### src/rtl/bcd_stopwatch_core_pkg.sv
// Shared definitions for the BCD stopwatch: control state encoding and default digit moduli.
// Latency: n/a (types and constants only).
// Backpressure: n/a.
package bcd_stopwatch_core_pkg;

   // Control FSM states, 2-bit encoding
   typedef enum logic [1:0] {
      ST_IDLE    = 2'd0,
      ST_RUNNING = 2'd1,
      ST_LAP     = 2'd2,
      ST_STOPPED = 2'd3
   } state_t;

   // MM:SS format, digit0 = LSB nibble: sec units mod 10, sec tens mod 6, min units mod 10, min tens mod 6
   localparam logic [15:0] MMSS_MOD = 16'h6A6A;

endpackage

### src/rtl/bcd_digit.sv
// One BCD digit with a programmable modulus; rolls to 0 after modulus-1.
// Latency: q updates one cycle after an inc edge; at_max is combinational from q.
// Backpressure: none; inc is consumed every cycle it is high.
module bcd_digit (
   input  logic       clk,
   input  logic       reset,
   input  logic       clr,
   input  logic       inc,
   input  logic [3:0] modulus,
   output logic [3:0] q,
   output logic       at_max
);

   assign at_max = (q == (modulus - 4'd1));

   // Digit register: synchronous clear dominates, otherwise count/roll on inc
   always_ff @(posedge clk or negedge reset) begin
      if (!reset) begin
         q <= 4'd0;
      end else if (clr) begin
         q <= 4'd0;
      end else if (inc) begin
         q <= at_max ? 4'd0 : (q + 4'd1);
      end
   end

endmodule

### src/rtl/bcd_stopwatch_core.sv
// Multi-digit BCD stopwatch with run/stop/lap/clear control and a lap-freezable display bus.
// Latency: count and state update one cycle after the controlling edge; disp is combinational.
// Backpressure: none; every tick_en/start_stop/lap_reset pulse is acted on in its cycle.
module bcd_stopwatch_core
   import bcd_stopwatch_core_pkg::*;
#(
   parameter int                  DIGITS    = 4,
   parameter logic [4*DIGITS-1:0] DIGIT_MOD = (4*DIGITS)'(MMSS_MOD),
   parameter int                  WRAP_MODE = 1
) (
   input  logic                  clk,
   input  logic                  reset,
   input  logic                  tick_en,
   input  logic                  start_stop,
   input  logic                  lap_reset,
   output logic [4*DIGITS-1:0]   count,
   output logic [4*DIGITS-1:0]   disp,
   output logic                  running,
   output logic                  lap_active,
   output logic                  overflow
);

   localparam bit SATURATE = (WRAP_MODE == 0);

   state_t                state, state_nx;
   logic [DIGITS-1:0]     at_max;
   logic [DIGITS:0]       lower_max;
   logic [4*DIGITS-1:0]   lap_q;
   logic                  count_en;
   logic                  ovf_evt;
   logic                  sat_evt;
   logic                  lap_load;
   logic                  clr;

   // A tick counts only in the counting states, judged on the state before this edge
   assign count_en = tick_en && ((state == ST_RUNNING) || (state == ST_LAP));
   assign ovf_evt  = count_en && lower_max[DIGITS];
   assign sat_evt  = SATURATE && ovf_evt;
   // start_stop wins over lap_reset in the same cycle
   assign lap_load = (state == ST_RUNNING) && lap_reset && !start_stop;
   assign clr      = (state == ST_STOPPED) && lap_reset && !start_stop;

   // Carry chain: digit i advances when all lower digits sit at their max
   assign lower_max[0] = 1'b1;

   for (genvar i = 0; i < DIGITS; i++) begin : g_dig
      logic dig_inc;
      // In saturate mode the all-max tick must not roll the digits over
      assign dig_inc          = count_en && lower_max[i] && !sat_evt;
      assign lower_max[i + 1] = lower_max[i] & at_max[i];

      bcd_digit u_digit (
         .clk     (clk),
         .reset   (reset),
         .clr     (clr),
         .inc     (dig_inc),
         .modulus (DIGIT_MOD[4*i +: 4]),
         .q       (count[4*i +: 4]),
         .at_max  (at_max[i])
      );
   end

   // Control state register
   always_ff @(posedge clk or negedge reset) begin
      if (!reset) begin
         state <= ST_IDLE;
      end else begin
         state <= state_nx;
      end
   end

   // Next-state: start_stop has priority; a saturating overflow forces a stop
   always_comb begin
      state_nx = state;
      case (state)
         ST_IDLE: begin
            if (start_stop) state_nx = ST_RUNNING;
         end
         ST_RUNNING: begin
            if (start_stop)     state_nx = ST_STOPPED;
            else if (lap_reset) state_nx = ST_LAP;
         end
         ST_LAP: begin
            if (start_stop)     state_nx = ST_STOPPED;
            else if (lap_reset) state_nx = ST_RUNNING;
         end
         ST_STOPPED: begin
            if (start_stop)     state_nx = ST_RUNNING;
            else if (lap_reset) state_nx = ST_IDLE;
         end
         default: state_nx = ST_IDLE;
      endcase
      if (sat_evt) state_nx = ST_STOPPED;
   end

   // Lap register captures the pre-increment count on the lap edge
   always_ff @(posedge clk or negedge reset) begin
      if (!reset) begin
         lap_q <= '0;
      end else if (lap_load) begin
         lap_q <= count;
      end
   end

   // Sticky overflow: only the stopped-state clear (or reset) drops it
   always_ff @(posedge clk or negedge reset) begin
      if (!reset) begin
         overflow <= 1'b0;
      end else if (clr) begin
         overflow <= 1'b0;
      end else if (ovf_evt) begin
         overflow <= 1'b1;
      end
   end

   // Display follows the live count except while the lap is frozen
   always_comb begin
      disp = count;
      if (state == ST_LAP) disp = lap_q;
   end

   assign running    = (state == ST_RUNNING) || (state == ST_LAP);
   assign lap_active = (state == ST_LAP);

endmodule

### config.mk
export PLATFORM = sky130hd
export DESIGN_NAME = bcd_stopwatch_core
export DESIGN_NICKNAME = d
export VERILOG_FILES = /design/src/rtl/bcd_stopwatch_core_pkg.sv /design/src/rtl/bcd_digit.sv /design/src/rtl/bcd_stopwatch_core.sv
export SDC_FILE = /design/constraint.sdc
export NUM_CORES = 1
export LEC_CHECK = 0
export ABC_CLOCK_PERIOD_IN_PS = 2900
export BUFFER_PORTS_ARGS = -buffer_cell sky130_fd_sc_hd__clkbuf_2
export CORE_ASPECT_RATIO = 1.25
export CORE_MARGIN = 2
export CORE_UTILIZATION = 58
export CTS_BUF_LIST = sky130_fd_sc_hd__clkbuf_8 sky130_fd_sc_hd__clkbuf_16
export DETAILED_ROUTE_END_ITERATION = 7
export PLACE_DENSITY = 0.94
export SLEW_MARGIN = 20
export SYNTH_ARGS = -nofsm -noshare
export SYNTH_HDL_FRONTEND = slang
export SYNTH_SLANG_ARGS = --single-unit
export TNS_END_PERCENT = 10
### constraint.sdc
create_clock -name clk -period 2.9 [get_ports clk]
set_input_delay 0.435 -clock clk [delete_from_list [all_inputs] [get_ports clk]]
set_output_delay 0.435 -clock clk [all_outputs]
set_load 0.02 [all_outputs]
==> flow_summary.ini <==
[drt]
drt_first_pass_iters = 4
via_count = 1530
topRoutingLayerUsed = met4
drt-total-wl_mm = 4.04
route.detailed.drc = 0
drtIter0Drc = 46
viasPerCell = 5.88
wl_per_cell_um = 15.6
wl_met2_mm = 2.11
met1Wirelength_mm = 1.71
final_antenna_net_count = 0
wl_met3_um = 136

[yosys]
synth-seq-cells = 35
synth_fp_nets = 200
synth_cell_types = 36
synth_simple_gate_area_share_pct = 16.3
synthCells = 182
synth-compound-area-share_pct = 11.8
synthesis.area_mm2 = 0.00194
synthFlopType = dfrtp_1
synth_top_family_by_area = simple AND/OR/NAND/NOR gates
muxShareOfSynthArea_pct = 13.9
async_reset_ff_share_pct = 100
synthAdderAreaFrac_pct = 8.39
syn_avg_cell_area_um2 = 10.6
synth_xor_area_share_pct = 0.452
ys_warn_count = 0
synth_edf_count = 0
ys_seq_area_share_pct = 45.2

[placed_design]
hpwl_mm = 2.78
place_congestion = 0.821
portBuffers = 39

[sta]
tightest_slew_ps = 858
fin_crit_sh_pct = 76.3
period_needed_ps = 2210
finalSetupViolations = 0
fin_skew_ps = 7.84
relSlewSlack_pct = 42.8
finalSetupTns_ps = 0
hold_viol = 0
max_clock_freq_ghz = 0.452
slew_violations = 0
rsz0062_at_grt = no

[clock_network]
clk_latency_ps = 290
cts-resized-gates = 0
cts.sinks = 35
htreeDepth = 2
cts_hold_buf = 0
clockRootBuffer = clkbuf_8
cts_tree = built
cts_buffers = 5
ctsLongestPathBuffers = 2
clkSlewWorstSetupHoldPaths_ps = 70
post_cts_buffers = 0

[pwr]
vdd_drop_max_v = 0.000546
powerDensity_mw_per_mm2 = 709
p_leak_nw = 1.15
total_power_mw = 1.60

[floorplan]
core_mm2 = 0.00319
die_area_mm2 = 0.00382
ioPinCount = 40
start_util_pct = 60.7
die_w_um = 55.7
die_y_um = 68.6
fp-row-count = 23

[global_routing]
grt_pass1_vias = 1455
grt_pass1_wl_mm = 6.49
gr-total-overflow = 0
track_usage_pct = 22.7
grt_max_degree = 36
antenna_found_initial = 0

[critical_path]
arrival_ps = 1780
cp_slowest_cell = dfrtp_1
critical-path-top-delay-family = buffers and inverters
crit_buf_inv = 3
startpoint_type = flop
max_stage_delay_ps = 440
cp-end-kind = output pin
crit_type = flop to output pin
crit_fanout = 12
crit_required_ps = 2470
path_cells = inv_1 -> ha_1 -> buf_4 -> mux2_2 -> clkbuf_2

[finish]
drive_above_1_share_pct = 34.5
area_delta_synth_final_pct = 16.5
layout.nets = 240
insertedDiodeCount = 0

[min_path]
hp-class = input port to asynchronous set/reset pin

[flow_run]
cap_violations = 0

[status]
status = finished, final reports clean
## area by class of cell
type / count / area [µm²]
clock buffers: 7 / 96.3
clock inverters: 1 / 3.75
fillers: 241 / 937
inverters: 8 / 30.0
multi-input cells: 130 / 987
flip-flops and latches: 35 / 876
well taps: 37 / 46.3
repair buffers: 42 / 218
## layer usage
| layer | vias to the layer above | track usage [%] |
|---|---|---|
| li1 | 731 | - |
| met1 | 755 | 26.3 |
| met2 | 37 | 40.2 |
| met3 | 7 | 5.22 |
| met4 | 0 | 11.0 |
| met5 | - | 0 |
## registers in the layout, indices dropped and copies added (netlist names)
register and cells:
state 2, overflow 1, g_dig.u_digit.q 16, lap_q 16
## logic make-up after synthesis
group	after synthesis
AND/OR/NAND/NOR	55
adder cells (fa/ha/maj)	13
AO/OA/AOI/OAI	37
flip-flops	35
XOR/XNOR	1
multiplexers	24
buffers and inverters	17
## path summary, 6_finish.rpt
path,from,endpoint,slack (ps),cells after the start
setup reg to reg,state[1]$_DFFE_PN0P_,g_dig[3].u_digit.q[0]$_DFFE_PN0P_,730,6
max in group asynchronous,reset,g_dig[3].u_digit.q[3]$_DFFE_PN0P_,2110,1
setup / recovery,state[0]$_DFFE_PN0P_,disp[4],690,5
min in group clk,lap_q[5]$_DFFE_PN0P_,lap_q[5]$_DFFE_PN0P_,480,2
hold reg to reg,lap_q[5]$_DFFE_PN0P_,lap_q[5]$_DFFE_PN0P_,480,2
hold / removal,reset,g_dig[0].u_digit.q[3]$_DFFE_PN0P_,250,1
## synth_stat cells, types with 2 or more instances
| cell type | instances | area, µm² |
|---|---|---|
| and3b_1 | 5 | 43.8 |
| mux2_2 | 24 | 270 |
| or3_1 | 8 | 50.1 |
| nor4_1 | 2 | 12.5 |
| nor2_1 | 6 | 22.5 |
| nor3_1 | 4 | 20.0 |
| o211ai_1 | 3 | 22.5 |
| o31ai_1 | 2 | 15.0 |
| nand2_1 | 17 | 63.8 |
| clkbuf_1 | 4 | 15.0 |
| ha_1 | 13 | 163 |
| buf_2 | 3 | 15.0 |
| nand3b_1 | 4 | 30.0 |
| inv_1 | 8 | 30.0 |
| o21ai_0 | 12 | 60.1 |
| nand3_1 | 3 | 15.0 |
| a21oi_1 | 11 | 55.1 |
| dfrtp_1 | 35 | 876 |
## per-stage QoR
step	setup WS (ps)	hold WS [ps]	area [µm²]	cells	util, %
final	687	248	2260	260	70.7
after global routing	577	317	2260	260	70.7
after CTS	691	266	2260	260	70.7
after detailed placement	768	472	2160	252	67.5
after global placement	896	463	2160	252	67.5
after floorplan	795	139	1940	182	-
## cell usage in the layout, fill, tap and decap left out, types with 2 or more instances in the layout
cell / Yosys / routed
clkbuf_2: 0 / 39
dfrtp_1: 35 / 35
mux2_2: 24 / 24
nand2_1: 17 / 17
ha_1: 13 / 13
o21ai_0: 12 / 12
a21oi_1: 11 / 11
inv_1: 8 / 9
or3_1: 8 / 8
clkbuf_8: 0 / 7
nor2_1: 6 / 6
and3b_1: 5 / 5
nand3b_1: 4 / 4
nor3_1: 4 / 4
o211ai_1: 3 / 3
nand3_1: 3 / 3
buf_4: 0 / 3
o31ai_1: 2 / 2
nor4_1: 2 / 2
## where the power goes
part	total (mW)	internal, mW	switching (mW)
Sequential	0.636	0.551	0.0853
Combinational	0.580	0.229	0.351
Clock	0.384	0.213	0.171
Note: power is estimated with default switching activity, not from simulation.
